File: src/rtl/unidade_controle_multiciclo_pkg.sv
// Shared constants for the multicycle MIPS control unit: ALU codes,
// opcodes/functs, operand/PC select encodings, state codes and the
// bundle of datapath controls the FSM registers.
package unidade_controle_multiciclo_pkg;

  localparam logic [3:0] ULA_ADD = 4'b0000;
  localparam logic [3:0] ULA_SUB = 4'b0010;
  localparam logic [3:0] ULA_AND = 4'b0100;
  localparam logic [3:0] ULA_OR  = 4'b0101;
  localparam logic [3:0] ULA_NOR = 4'b0110;
  localparam logic [3:0] ULA_XOR = 4'b0111;
  localparam logic [3:0] ULA_SLT = 4'b1000;

  localparam logic [5:0] OP_R    = 6'b000000;
  localparam logic [5:0] OP_J    = 6'b000010;
  localparam logic [5:0] OP_BEQ  = 6'b000100;
  localparam logic [5:0] OP_BNE  = 6'b000101;
  localparam logic [5:0] OP_ADDI = 6'b001000;
  localparam logic [5:0] OP_SLTI = 6'b001010;
  localparam logic [5:0] OP_ANDI = 6'b001100;
  localparam logic [5:0] OP_ORI  = 6'b001101;
  localparam logic [5:0] OP_XORI = 6'b001110;
  localparam logic [5:0] OP_LW   = 6'b100011;
  localparam logic [5:0] OP_SW   = 6'b101011;

  localparam logic [5:0] FN_ADD = 6'b100000;
  localparam logic [5:0] FN_SUB = 6'b100010;
  localparam logic [5:0] FN_AND = 6'b100100;
  localparam logic [5:0] FN_OR  = 6'b100101;
  localparam logic [5:0] FN_XOR = 6'b100110;
  localparam logic [5:0] FN_NOR = 6'b100111;
  localparam logic [5:0] FN_SLT = 6'b101010;

  localparam logic [2:0] FB_REG_B    = 3'b000;
  localparam logic [2:0] FB_QUATRO   = 3'b001;
  localparam logic [2:0] FB_IMM      = 3'b010;
  localparam logic [2:0] FB_IMM_DESL = 3'b011;
  localparam logic [2:0] FB_IMM_ZERO = 3'b100;

  localparam logic [1:0] FPC_ULA    = 2'b00;
  localparam logic [1:0] FPC_ULAOUT = 2'b01;
  localparam logic [1:0] FPC_SALTO  = 2'b10;

  typedef enum logic [3:0] {
    INICIO      = 4'd0,
    BUSCA       = 4'd1,
    DECODIFICA  = 4'd2,
    EXEC_R      = 4'd3,
    EXEC_I      = 4'd4,
    ENDERECO    = 4'd5,
    MEM_LE      = 4'd6,
    ESCRITA_MEM = 4'd7,
    ESCRITA_REG = 4'd8,
    DESVIO      = 4'd9,
    SALTO       = 4'd10,
    ERRO        = 4'd11
  } estado_t;

  typedef struct packed {
    logic [3:0] ula_controle;
    logic       ula_fonte_a;
    logic [2:0] ula_fonte_b;
    logic [1:0] fonte_pc;
    logic       escreve_pc;
    logic       escreve_ir;
    logic       le_mem;
    logic       escreve_mem;
    logic       iord;
    logic       escreve_reg;
    logic       reg_dst;
    logic       mem_para_reg;
    logic       erro;
  } saidas_t;

endpackage

File: src/rtl/unidade_controle_multiciclo_decodificador_funcao.sv
// R-type funct field to ALU operation code; valido low for unsupported functs
// (ula_codigo is then ADD/0000).
module decodificador_funcao
  import unidade_controle_multiciclo_pkg::*;
(
  input  logic [5:0] funct,
  output logic [3:0] ula_codigo,
  output logic       valido
);

  // Pure lookup of the supported funct values.
  always_comb begin
    ula_codigo = ULA_ADD;
    valido     = 1'b1;
    case (funct)
      FN_ADD:  ula_codigo = ULA_ADD;
      FN_SUB:  ula_codigo = ULA_SUB;
      FN_AND:  ula_codigo = ULA_AND;
      FN_OR:   ula_codigo = ULA_OR;
      FN_XOR:  ula_codigo = ULA_XOR;
      FN_NOR:  ula_codigo = ULA_NOR;
      FN_SLT:  ula_codigo = ULA_SLT;
      default: valido     = 1'b0;
    endcase
  end

endmodule

File: src/rtl/unidade_controle_multiciclo.sv
// Multicycle MIPS control unit. Outputs are registered together with the
// state (decoded from the next state), so each is a pure function of the
// state register; the only exception is escreve_pc in DESVIO, which follows
// zero combinationally.
//
// state       | meaning
// INICIO      | reset, everything idle
// BUSCA       | fetch IR, PC <= PC+4
// DECODIFICA  | branch target into ALUOut, dispatch on opcode
// EXEC_R      | R-type ALU operation
// EXEC_I      | immediate ALU operation
// ENDERECO    | lw/sw address computation
// MEM_LE      | data memory read
// ESCRITA_MEM | data memory write
// ESCRITA_REG | register file write-back
// DESVIO      | beq/bne compare and conditional PC update
// SALTO       | jump
// ERRO        | illegal instruction, absorbing until reset
module unidade_controle_multiciclo
  import unidade_controle_multiciclo_pkg::*;
(
  input  logic       clock,
  input  logic       reset_n,
  input  logic [5:0] opcode,
  input  logic [5:0] funct,
  input  logic       zero,
  output logic [3:0] ula_controle,
  output logic       ula_fonte_a,
  output logic [2:0] ula_fonte_b,
  output logic [1:0] fonte_pc,
  output logic       escreve_pc,
  output logic       escreve_ir,
  output logic       le_mem,
  output logic       escreve_mem,
  output logic       iord,
  output logic       escreve_reg,
  output logic       reg_dst,
  output logic       mem_para_reg,
  output logic       erro,
  output logic [3:0] estado
);

  estado_t atual, prox;
  saidas_t s_q, s_prox;
  logic    eh_beq;
  logic [3:0] funct_ula;
  logic       funct_valido;

  decodificador_funcao u_decodificador_funcao (
    .funct      (funct),
    .ula_codigo (funct_ula),
    .valido     (funct_valido)
  );

  // Next state, then the control word that belongs to that next state.
  always_comb begin
    prox   = atual;
    s_prox = '0;
    case (atual)
      INICIO:     prox = BUSCA;
      BUSCA:      prox = DECODIFICA;
      DECODIFICA: begin
        case (opcode)
          OP_R:                                     prox = EXEC_R;
          OP_ADDI, OP_ANDI, OP_ORI, OP_XORI, OP_SLTI: prox = EXEC_I;
          OP_LW, OP_SW:                             prox = ENDERECO;
          OP_BEQ, OP_BNE:                           prox = DESVIO;
          OP_J:                                     prox = SALTO;
          default:                                  prox = ERRO;
        endcase
      end
      EXEC_R:      prox = funct_valido ? ESCRITA_REG : ERRO;
      EXEC_I:      prox = ESCRITA_REG;
      ENDERECO:    prox = (opcode == OP_SW) ? ESCRITA_MEM : MEM_LE;
      MEM_LE:      prox = ESCRITA_REG;
      ESCRITA_MEM,
      ESCRITA_REG,
      DESVIO,
      SALTO:       prox = BUSCA;
      ERRO:        prox = ERRO;
      default:     prox = ERRO;
    endcase

    case (prox)
      BUSCA: begin
        s_prox.le_mem      = 1'b1;
        s_prox.escreve_ir  = 1'b1;
        s_prox.escreve_pc  = 1'b1;
        s_prox.ula_fonte_b = FB_QUATRO;
        s_prox.fonte_pc    = FPC_ULA;
      end
      DECODIFICA: s_prox.ula_fonte_b = FB_IMM_DESL;
      EXEC_R: begin
        s_prox.ula_controle = funct_ula;
        s_prox.ula_fonte_a  = 1'b1;
        s_prox.ula_fonte_b  = FB_REG_B;
      end
      EXEC_I: begin
        s_prox.ula_fonte_a = 1'b1;
        case (opcode)
          OP_SLTI: begin s_prox.ula_controle = ULA_SLT; s_prox.ula_fonte_b = FB_IMM;      end
          OP_ANDI: begin s_prox.ula_controle = ULA_AND; s_prox.ula_fonte_b = FB_IMM_ZERO; end
          OP_ORI:  begin s_prox.ula_controle = ULA_OR;  s_prox.ula_fonte_b = FB_IMM_ZERO; end
          OP_XORI: begin s_prox.ula_controle = ULA_XOR; s_prox.ula_fonte_b = FB_IMM_ZERO; end
          default: begin s_prox.ula_controle = ULA_ADD; s_prox.ula_fonte_b = FB_IMM;      end
        endcase
      end
      ENDERECO: begin
        s_prox.ula_fonte_a = 1'b1;
        s_prox.ula_fonte_b = FB_IMM;
      end
      MEM_LE: begin
        s_prox.le_mem = 1'b1;
        s_prox.iord   = 1'b1;
      end
      ESCRITA_MEM: begin
        s_prox.escreve_mem = 1'b1;
        s_prox.iord        = 1'b1;
      end
      ESCRITA_REG: begin
        // The source state tells the instruction class: R-type writes rd,
        // lw writes memory data, I-ALU writes the ALU result to rt.
        s_prox.escreve_reg  = 1'b1;
        s_prox.reg_dst      = (atual == EXEC_R);
        s_prox.mem_para_reg = (atual == MEM_LE);
      end
      DESVIO: begin
        s_prox.ula_controle = ULA_SUB;
        s_prox.ula_fonte_a  = 1'b1;
        s_prox.ula_fonte_b  = FB_REG_B;
        s_prox.fonte_pc     = FPC_ULAOUT;
      end
      SALTO: begin
        s_prox.fonte_pc   = FPC_SALTO;
        s_prox.escreve_pc = 1'b1;
      end
      ERRO:    s_prox.erro = 1'b1;
      default: s_prox = '0;
    endcase
  end

  // State, registered control word and the beq/bne class bit.
  always_ff @(posedge clock or negedge reset_n) begin
    if (!reset_n) begin
      atual  <= INICIO;
      s_q    <= '0;
      eh_beq <= 1'b0;
    end else begin
      atual  <= prox;
      s_q    <= s_prox;
      eh_beq <= (opcode == OP_BEQ);
    end
  end

  assign ula_controle = s_q.ula_controle;
  assign ula_fonte_a  = s_q.ula_fonte_a;
  assign ula_fonte_b  = s_q.ula_fonte_b;
  assign fonte_pc     = s_q.fonte_pc;
  assign escreve_pc   = s_q.escreve_pc |
                        ((atual == DESVIO) & (eh_beq ? zero : ~zero));
  assign escreve_ir   = s_q.escreve_ir;
  assign le_mem       = s_q.le_mem;
  assign escreve_mem  = s_q.escreve_mem;
  assign iord         = s_q.iord;
  assign escreve_reg  = s_q.escreve_reg;
  assign reg_dst      = s_q.reg_dst;
  assign mem_para_reg = s_q.mem_para_reg;
  assign erro         = s_q.erro;
  assign estado       = atual;

endmodule
File: config.mk
export PLATFORM = sky130hd
export DESIGN_NAME = unidade_controle_multiciclo
export DESIGN_NICKNAME = d
export VERILOG_FILES = /design/src/rtl/unidade_controle_multiciclo_pkg.sv /design/src/rtl/unidade_controle_multiciclo_decodificador_funcao.sv /design/src/rtl/unidade_controle_multiciclo.sv
export SDC_FILE = /design/constraint.sdc
export NUM_CORES = 1
export LEC_CHECK = 0
export ABC_AREA = 1
export CAP_MARGIN = 20
export CORE_MARGIN = 8
export CORE_UTILIZATION = 43
export DETAILED_ROUTE_END_ITERATION = 6
export HOLD_SLACK_MARGIN = 0.06
export PLACE_DENSITY = 0.76
export SLEW_MARGIN = 10
export SYNTH_ARGS = -nofsm -noshare
export SYNTH_HDL_FRONTEND = slang
export SYNTH_SLANG_ARGS = --single-unit
File: constraint.sdc
create_clock -name clock -period 1.6 [get_ports clock]
set_clock_uncertainty 0.2 [all_clocks]
set_input_delay 0.24 -clock clock [delete_from_list [all_inputs] [get_ports clock]]
set_output_delay 0.24 -clock clock [all_outputs]
set_load 0.1 [all_outputs]
==> flow_results.xml <==
<?xml version="1.0" encoding="UTF-8"?>
<metrics>
  <group name="layout">
    <metric name="diodes" unit="">0</metric>
    <metric name="postLayoutCellArea" unit="um^2">2740</metric>
    <metric name="area_growth" unit="%">97.8</metric>
    <metric name="layout.cells.most_common" unit="">buf_4</metric>
    <metric name="layout.nets" unit="">277</metric>
    <metric name="final_core_utilization" unit="%">89.8</metric>
    <metric name="highest_count_cells_in_the_layout_ignoring_fill_and_taps" unit="">buf_4 (35), nand2_1 (25), buf_12 (24), dfrtp_1 (20), inv_1 (19)</metric>
    <metric name="layout-drive-gt1-share" unit="%">54.8</metric>
  </group>
  <group name="pwr">
    <metric name="vdd.ir_drop.worst" unit="mV">1.34</metric>
    <metric name="power.share.sequential" unit="%">16.2</metric>
    <metric name="cellInternalPower" unit="uW">2940</metric>
    <metric name="p_clk_share" unit="%">7.6</metric>
    <metric name="leakage" unit="uW">0.00133</metric>
    <metric name="switchingPower" unit="uW">3250</metric>
    <metric name="comb_power_share" unit="%">76.2</metric>
    <metric name="pwr_density_cell" unit="nW/um^2">2260</metric>
    <metric name="power.share.switching" unit="%">52.5</metric>
  </group>
  <group name="clock_tree">
    <metric name="insertion_delay" unit="ns">0.34</metric>
    <metric name="cts_htree_levels" unit="">1</metric>
    <metric name="cts_tree" unit="">done</metric>
    <metric name="clkSinkCount" unit="">24</metric>
    <metric name="tritoncts.num_buffers" unit="">3</metric>
    <metric name="clock_path_buffers" unit="">2</metric>
    <metric name="clk_transition_reported_paths" unit="ns">0.15</metric>
    <metric name="cts.root.buffer_cell" unit="">clkbuf_4</metric>
    <metric name="cts_hold_repair.buffers" unit="">0</metric>
  </group>
  <group name="logic_synthesis">
    <metric name="yosys_warnings" unit="">0</metric>
    <metric name="syn-mean-instance-area" unit="um^2">7.74</metric>
    <metric name="yosys.area.top_type" unit="">dfrtp_1</metric>
    <metric name="postSynthCellCount" unit="">179</metric>
    <metric name="synth.area.top_cells" unit="">dfrtp_1 (43%), nand2_1 (8.7%), inv_1 (6.8%), nor2_1 (6.2%), nand3_1 (5.8%)</metric>
    <metric name="post_synth_instance_area" unit="um^2">1390</metric>
    <metric name="synthesis.nets" unit="">194</metric>
    <metric name="synth_top_cell_area_share" unit="%">43.3</metric>
    <metric name="dominantRegCellSynth" unit="">dfrtp_1</metric>
    <metric name="number_of_enable_flip_flop_cells_after_synthesis" unit="">0</metric>
    <metric name="ys_ff_latch" unit="">24</metric>
    <metric name="synthDistinctLibCells" unit="">30</metric>
    <metric name="synth-async-reset-ratio" unit="%">100</metric>
    <metric name="synth-seq-area-share" unit="%">43.3</metric>
  </group>
  <group name="sta">
    <metric name="timing_hold_violations_final" unit="">0</metric>
    <metric name="timing.fmax" unit="MHz">480</metric>
    <metric name="post-route-worst-setup-slack" unit="ns">-0.483</metric>
    <metric name="rsz0062_at_grt" unit="">yes</metric>
    <metric name="finalSetupViolations" unit="">24</metric>
    <metric name="max_slew.worst_pin.slew" unit="ns">0.317</metric>
    <metric name="finalWorstPathRequiredPeriod" unit="ns">2.08</metric>
    <metric name="worst_max_slew_margin_expressed_relative_to_the_limit" unit="%">78.8</metric>
    <metric name="finalCritPeriodShare" unit="%">130</metric>
    <metric name="timing_max_transition_violations_final" unit="">0</metric>
  </group>
  <group name="setup_path">
    <metric name="critical_path_required" unit="ns">1.68</metric>
    <metric name="worst-path-max-fanout" unit="">5</metric>
    <metric name="critical_path.slowest_cell" unit="">dfrtp_4</metric>
    <metric name="startpoint_type" unit="">flop</metric>
    <metric name="critical-path-top-delay-family" unit="">simple AND/OR/NAND/NOR gates</metric>
    <metric name="cp.arrival" unit="ns">2.16</metric>
    <metric name="crit_path_frequent_cell" unit="">nor2_4</metric>
    <metric name="cp.buffers_inverters" unit="">2</metric>
    <metric name="setup.worst_path.end_class" unit="">flop</metric>
    <metric name="max_stage_delay" unit="ns">0.56</metric>
    <metric name="cell_by_cell_listing_of_the_critical_path" unit="">nor2_4, nand3b_1, nand2_1, o21bai_4, nor2_4, inv_4, nor2_4, inv_1, nor2_1</metric>
    <metric name="criticalPathCategory" unit="">flop to flop</metric>
  </group>
  <group name="job">
    <metric name="max_cap_violations" unit="">0</metric>
  </group>
  <group name="route">
    <metric name="vias" unit="">1578</metric>
    <metric name="ant_nets" unit="">0</metric>
    <metric name="vias_per_cell" unit="">5.17</metric>
    <metric name="detailedRoute.firstIterationViolations" unit="">81</metric>
    <metric name="drt_pass1_iterations" unit="">4</metric>
    <metric name="route.final.wire_length" unit="mm">5.62</metric>
    <metric name="drc" unit="">0</metric>
    <metric name="route.detailed.wl_per_inst" unit="um">18.4</metric>
  </group>
  <group name="global_routing">
    <metric name="wire_length_of_the_first_global_routing_pass" unit="mm">7.65</metric>
    <metric name="antenna_violations_before_repair" unit="">0</metric>
    <metric name="overflow" unit="">0</metric>
    <metric name="grt_max_degree" unit="">25</metric>
    <metric name="track_usage" unit="%">18.7</metric>
    <metric name="first_global_vias" unit="">1581</metric>
  </group>
  <group name="placed_design">
    <metric name="buffer_ports.inserted" unit="">37</metric>
    <metric name="dpl_cell_area" unit="um^2">2280</metric>
    <metric name="place.detailed.hpwl" unit="mm">3.07</metric>
    <metric name="place_congestion" unit="">0.893</metric>
  </group>
  <group name="floorplan">
    <metric name="dieArea" unit="um^2">5300</metric>
    <metric name="io-pin-count" unit="">38</metric>
    <metric name="die-width" unit="um">72.8</metric>
    <metric name="placementRows" unit="">20</metric>
    <metric name="starting_utilization_of_the_core_area" unit="%">45.4</metric>
    <metric name="floorplan.die.height" unit="um">72.8</metric>
    <metric name="design.core.area" unit="um^2">3050</metric>
  </group>
  <group name="run_status">
    <metric name="failed_checks" unit="">negative setup slack</metric>
    <metric name="status" unit="">finished with violations</metric>
  </group>
  <group name="hold_path">
    <metric name="hold_path.class" unit="">input port to asynchronous set/reset pin</metric>
  </group>
</metrics>
synth_stat cells, types with 2 or more instances:
library cell / number
nor3_1: 2
nor2_1: 23
dfrtp_1: 24
inv_2: 4
nor2_4: 4
buf_4: 9
nor2_2: 4
or2_2: 2
nand3_2: 2
nand3_1: 16
nand2_1: 32
nand4_1: 6
inv_1: 25
o21ai_0: 4
o21ai_1: 3
a21oi_1: 4
o21bai_1: 2
layer usage:
layer	vias up	global-route usage, %	part of all wire [%]
met5	-	0	0
met2	85	32.4	51
met1	744	20.2	38
met4	0	9.56	3.8
met3	20	5.08	7.3
li1	729	-	-
timing repair:
action	4_1_cts	5_1_grt
setup buffers	10	11
setup endpoints to repair	25	25
gates resized for setup	52	20
pin swaps	21	16
metrics by stage:
stage | std cells | worst slack (ns) | hold WS (ns) | TNS, ns | power, uW
global placement | 282 | -0.560 | 0.414 | -8.22 | 4310
global route | 305 | -0.547 | 0.0720 | -9.22 | 6420
finish | 305 | -0.483 | 0.0493 | -7.96 | 6190
CTS | 295 | -0.335 | 0.0813 | -4.04 | 5530
floorplan | 179 | -0.291 | -0.256 | -3.75 | 3160
detailed placement | 282 | -0.673 | 0.437 | -9.78 | 4390
kinds of logic (layout without fill, tap and decap cells):
group                     count (synthesis)  in the layout  share of synthesized area [%]
DFF                                      24             24                           43.3
AOI/OAI and AO/OA                        18             18                           8.03
buffers and inverters                    40            122                           13.4
and+or+nand+nor                          96             96                           34.6
xor gates and xnor gates                  1              1                          0.632
path summary, 6_finish.rpt:
kind                                      from                       end  slack, ns  cells after the start
max                        estado[2]$_DFF_PN0_     escreve_reg$_DFF_PN0_      -0.48                      9
min                                    reset_n       estado[1]$_DFF_PN0_       0.05                      2
max reg2reg                estado[2]$_DFF_PN0_     escreve_reg$_DFF_PN0_      -0.48                      9
min reg2reg                estado[3]$_DFF_PN0_  ula_fonte_b[1]$_DFF_PN0_       0.59                      3
max in group asynchronous              reset_n       estado[3]$_DFF_PN0_       0.89                      2
min in group clock                   opcode[5]          eh_beq$_DFF_PN0_       0.29                      4
area by class of cell:
cell class | instances | area, um^2
multi-input cells | 115 | 855
clock inverters | 1 | 30.0
clock buffers | 3 | 22.5
fillers | 131 | 310
flip-flops and latches | 24 | 616
repair buffers | 87 | 1040
well taps | 44 | 55.1
inverters | 31 | 129
power groups by stage:
stage	registers [uW]	logic [uW]	clock network [uW]
6_report	1000	4720	470
5_1_grt	1020	4900	502
3_3_place_gp	969	3350	0
2_1_floorplan	1590	1560	0
3_5_place_dp	977	3410	0
4_1_cts	974	4110	447
worst register-to-register path, delay by kind of cell (launching register included):
family | cells | cell delay, ns
DFF | 1 | 0.56
buffers and inverters | 2 | 0.19
AOI/OAI and AO/OA | 1 | 0.20
and+or+nand+nor | 6 | 0.88
Note: power is estimated with default switching activity, not from simulation.
==> patch 1: new RTL, same settings <==
Put a register stage on the output `escreve_ir`. The value now appears one clock later. The other outputs are not delayed to match.
--- a/src/rtl/unidade_controle_multiciclo.sv
+++ b/src/rtl/unidade_controle_multiciclo.sv
@@ -39,6 +39,8 @@
   output logic       erro,
   output logic [3:0] estado
 );
+
+  logic escreve_ir_d;
 
   estado_t atual, prox;
   saidas_t s_q, s_prox;
@@ -158,7 +160,7 @@
   assign fonte_pc     = s_q.fonte_pc;
   assign escreve_pc   = s_q.escreve_pc |
                         ((atual == DESVIO) & (eh_beq ? zero : ~zero));
-  assign escreve_ir   = s_q.escreve_ir;
+  assign escreve_ir_d = s_q.escreve_ir;
   assign le_mem       = s_q.le_mem;
   assign escreve_mem  = s_q.escreve_mem;
   assign iord         = s_q.iord;
@@ -168,4 +170,8 @@
   assign erro         = s_q.erro;
   assign estado       = atual;
 
+  always_ff @(posedge clock) begin
+    escreve_ir <= escreve_ir_d;
+  end
+
 endmodule
Formal check against the unedited RTL: not equivalent (Yosys sat finds a counterexample within 4 cycles, from zero or initial values and one cycle with reset_n low).
==> patch 1 against the unedited design <==
The run still ends with negative setup slack left. Cell count shrank 1.3%. Total power fell by 3.7%. Routed wire length down 3.8%. Design area is 2.7% lower. Count of clock-buffer cells in the layout unchanged. Clock power is 35% lower. Largest power group unchanged. First-iteration DRC count is 9.9% lower. Critical path depth down 2. Via count shrank 1.5%. Hold slack better by 14 ps. Worst setup slack worse by 54 ps. Synthesized area up 1.4%. Sequential cell count is 1 higher.
==> patch 1: results (changes against the unedited design) <==
dpl cells 282 (unchanged); count of cell types in the netlist 31 (+3.3%); TritonRoute pass-1 iters 4 (unchanged); Port Buffers 37 (unchanged); Syn Area/Cell 7.81 µm² (+0.88%); outcome finished with violations; worst hold margin 63.5 ps (+14.2 ps); n_diodes 0 (unchanged); drt via density 5.17 (-0.15%); DP Wirelength 3210 µm (+4.6%); crit path max fanout 5 (unchanged); GRT Total Usage 0.181 (-0.00530); post-synthesis mux area share 0 (unchanged); Longest Clk Path Bufs 2 (unchanged); Clk pin slew, worst setup/hold paths 150 ps (about the same); Synth Area in Adders 0 (unchanged); r2r startpoint estado[3]$_DFF_PN0_; Leak 0.00127 µW (-4.2%); layout cells sized above 1 0.541 (-0.00704); pre-CTS setup slack -701 ps (-27.7 ps); post-synth net total 195 (+0.52%); NumNets Final 273 (-1.4%); final setup margin -537 ps (-53.9 ps); Max-slew headroom 0.706 (-0.0828); largest net degree at the start of global routing 25 (unchanged); Starting DRT DRC Count 73 (-9.9%); number of buffers created by CTS 3 (unchanged); # fillers 145 (+11%); Reg-to-Reg End ula_controle[1]$_DFF_PN0_; r2r worst-path depth 7 (-2); ys async rst share 0.960 (-0.0400); first-pass GRT wire length 7560 µm (-1.2%); Arrival @ worst endpoint 2200 ps (+40 ps); Vias 1555 (-1.5%); Synth area leaders dfrtp_1 (43%), nand2_1 (8.5%), inv_1 (6.7%); WL final 5410 µm (-3.8%); top post-synthesis cells by count nand2_1 (32), inv_1 (25), dfrtp_1 (24), nor2_1 (23), nand3_1 (16); CTS root buffer clkbuf_4; Clk Latency, worst-skew pair 330 ps; routability cong. 0.933 (+4.5%); XOR/XNOR Fraction of Synth Area 0.00623 (-0.0000899); YS warnings 0 (unchanged); H-tree Lvls 1 (unchanged); Post-DP Area 2290 µm² (+0.55%); vias in the first global route 1701 (+7.6%); IR drop worst, VDD 0.981 mV (-27%); Synth Area in Compound Gates 0.0792 (-0.00114); Final Setup Violations 25 (+4.2%); min-delay worst type in -> async; antenna violations before repair 0 (unchanged); failing checks negative setup slack; sequential-to-total area share from yosys stat 0.441 (+0.00807)
patch 1: cell count changes in the layout (fill, tap and decap cells not counted), sizes merged:
| cell | change |
|---|---|
| clkdlybuf4s50 | +3 |
| clkinvlp | +1 |
| buf | -5 |
| dlygate4sd2 | -3 |
| bufinv | -1 |
| dfxtp | +1 |
patch 1: logic make-up after synthesis:
family | count (synthesis)
and+or+nand+nor | 96
buffers and inverters | 40
DFF | 25
AOI/OAI and AO/OA | 18
xor gates and xnor gates | 1
patch 1: worst max-delay path by stage:
stage,startpoint,slack (ps),to,cells after the start
3_5_place_dp,opcode[3],-700,le_mem$_DFF_PN0_,11
2_1_floorplan,estado[2]$_DFF_PN0_,-290,ula_controle[2]$_DFF_PN0_,9
6_report,estado[3]$_DFF_PN0_,-540,ula_controle[1]$_DFF_PN0_,7
3_3_place_gp,opcode[2],-530,ula_controle[0]$_DFF_PN0_,11
4_1_cts,estado[1]$_DFF_PN0_,-320,escreve_pc,5
5_1_grt,estado[3]$_DFF_PN0_,-610,ula_controle[1]$_DFF_PN0_,7
patch 1: worst max-delay path, stage by stage (launching register included):
cell and delay, ps:
dfrtp_4 560, a21oi_1 170, o21ai_0 200, nor2_4 190, o21ai_4 90, a21oi_4 250, nand4_1 210, nand3_1 190
patch 1: layout make-up:
class,count,area share
clock buffers,3,0.00844
clock inverters,1,0.00281
inverters,31,0.0474
multi-input cells,115,0.317
flip-flops and latches,25,0.238
well taps,44,0.0206
repair buffers,82,0.365
patch 1: metrics by stage:
stage          TNS, ps  utilization
2_1_floorplan    -3750            -
3_3_place_gp     -8040        0.744
3_5_place_dp    -10160        0.744
4_1_cts          -4580        0.806
5_1_grt          -9070        0.867
6_report         -7540        0.867
patch 1: power breakdown:
group          switching (µW)  internal, µW  total [µW]
clock network             210          95.7         306
logic                    2810          1820        4630
registers                 186           838        1020
total                    3200          2750        5960
patch 1: routing by layer:
layer / up-vias / global-route usage / wire length (µm)
li1: 719 / - / -
met1: 730 / 0.162 / 1930
met2: 82 / 0.330 / 2830
met3: 24 / 0.0508 / 385
met4: 0 / 0.149 / 255
met5: - / 0 / 0
patch 1: timing repair:
item                       4_1_cts  5_1_grt
resized for setup               32       30
setup endpoints to repair       24       25
buffers inserted                 7       11
pin swaps                       10       18
==> patch 2: new RTL, config.mk and constraints unchanged <==
Made on the original files. Add an input register stage for `funct`; this delays it by one clock. The other inputs are not delayed to match.
--- a/src/rtl/unidade_controle_multiciclo.sv
+++ b/src/rtl/unidade_controle_multiciclo.sv
@@ -40,6 +40,12 @@
   output logic [3:0] estado
 );
 
+  logic [5:0] funct_q;
+
+  always_ff @(posedge clock) begin
+    funct_q <= funct;
+  end
+
   estado_t atual, prox;
   saidas_t s_q, s_prox;
   logic    eh_beq;
@@ -47,7 +53,7 @@
   logic       funct_valido;
 
   decodificador_funcao u_decodificador_funcao (
-    .funct      (funct),
+    .funct      (funct_q),
     .ula_codigo (funct_ula),
     .valido     (funct_valido)
   );
Check against the original RTL: not equivalent (a bounded check fails within 4 cycles, from zero or initial values and one cycle with reset_n low).
==> patch 2 against the unedited design <==
The run still ends with negative setup slack left. Cell count increased by 1.6%. Sequential share of layout area up 4.2 points. Routed wire length decreased by 17%. Synthesized cell count rose by 3.4%. Sequential cell count rose by 6. First-iteration DRC count up 49%. Synthesized area rose by 8.7%. Design area grew 0.50%. Total power shrank 3.4%. Worst setup slack better by 83 ps. Critical endpoint is now ula_fonte_b[1]$_DFF_PN0_. Largest cell class unchanged. Largest power group unchanged.
==> patch 2: results (changes against the unedited design) <==
pre-CTS setup slack -688 ps (-15.5 ps); dpl cells 290 (+2.8%); routability cong. 0.840 (-5.8%); Post-CTS Resized 31 (-40%); WL final 4650 µm (-17%); outcome finished with violations; Final Setup Violations 24 (unchanged); worst hold margin 60.2 ps (+10.9 ps); WL met2 2450 µm (-15%); ys async rst share 0.800 (-0.200); Arrival @ worst endpoint 2010 ps (-150 ps); count of cell types in the netlist 31 (+3.3%); final setup margin -399 ps (+83.5 ps); Clk pin slew, worst setup/hold paths 100 ps (-50 ps); NumNets Final 278 (+0.36%); sequential-to-total area share from yosys stat 0.478 (+0.0452); Leak 0.00138 µW (+4.1%); met1 wire length 1760 µm (-17%); Max-slew headroom 0.795 (+0.00689); r2r worst-path depth 10 (+1); IR drop worst, VDD 1.00 mV (-26%); Switching Share 0.507 (-0.0184); vias in the first global route 1544 (-2.3%); Vias 1580 (+0.13%); Post-DP Area 2400 µm² (+5.4%); failing checks negative setup slack; M2 GR Usage 0.295 (-0.0294); post-synth net total 200 (+3.1%); Synth area leaders dfrtp_1 (40%), dfxtp_1 (8.0%), nand2_1 (8.0%); GRT Total Usage 0.165 (-0.0211); post-route insts no fill 310 (+1.6%); Starting DRT DRC Count 121 (+49%)
## patch 2: cell types whose count changed after synthesis, sizes merged
cell,before,now
dfxtp,0,6
## patch 2: worst register-to-register path, delay by kind of cell (launching register included)
| kind | cells | cell delay, ps |
|---|---|---|
| compound gates | 1 | 210 |
| buf+inv | 2 | 150 |
| simple gates | 7 | 810 |
| flops | 1 | 540 |
## patch 2: power groups by stage
stage	Clock (µW)	Sequential (µW)	Combinational (µW)
floorplan	0	1760	1560
global placement	0	1140	3280
detailed placement	0	1140	3360
CTS	632	1140	3890
global route	671	1160	4360
finish	634	1140	4200
## patch 2: cells by family after synthesis
logic type,share of synthesized area
simple gates,0.318
buf+inv,0.124
xor+xnor,0.00582
flops,0.478
compound gates,0.0739
## patch 2: how the worst max path moves through the flow
| stage | to | slack, ps | from |
|---|---|---|---|
| 2_1_floorplan | ula_controle[2]$_DFF_PN0_ | -290 | estado[2]$_DFF_PN0_ |
| 3_3_place_gp | ula_controle[0]$_DFF_PN0_ | -610 | opcode[2] |
| 3_5_place_dp | ula_controle[0]$_DFF_PN0_ | -690 | opcode[2] |
| 4_1_cts | escreve_pc | -320 | estado[1]$_DFF_PN0_ |
| 5_1_grt | ula_fonte_b[1]$_DFF_PN0_ | -510 | estado[2]$_DFF_PN0_ |
| 6_report | ula_fonte_b[1]$_DFF_PN0_ | -400 | estado[2]$_DFF_PN0_ |
## patch 2: final cells by class
class | instances | area (µm²) | area share
repair buffers | 80 | 961 | 0.349
well taps | 46 | 57.6 | 0.0209
clock buffers | 7 | 55.1 | 0.0200
inverters | 31 | 124 | 0.0449
multi-input cells | 115 | 793 | 0.288
flip-flops and latches | 30 | 736 | 0.267
clock inverters | 1 | 30.0 | 0.0109
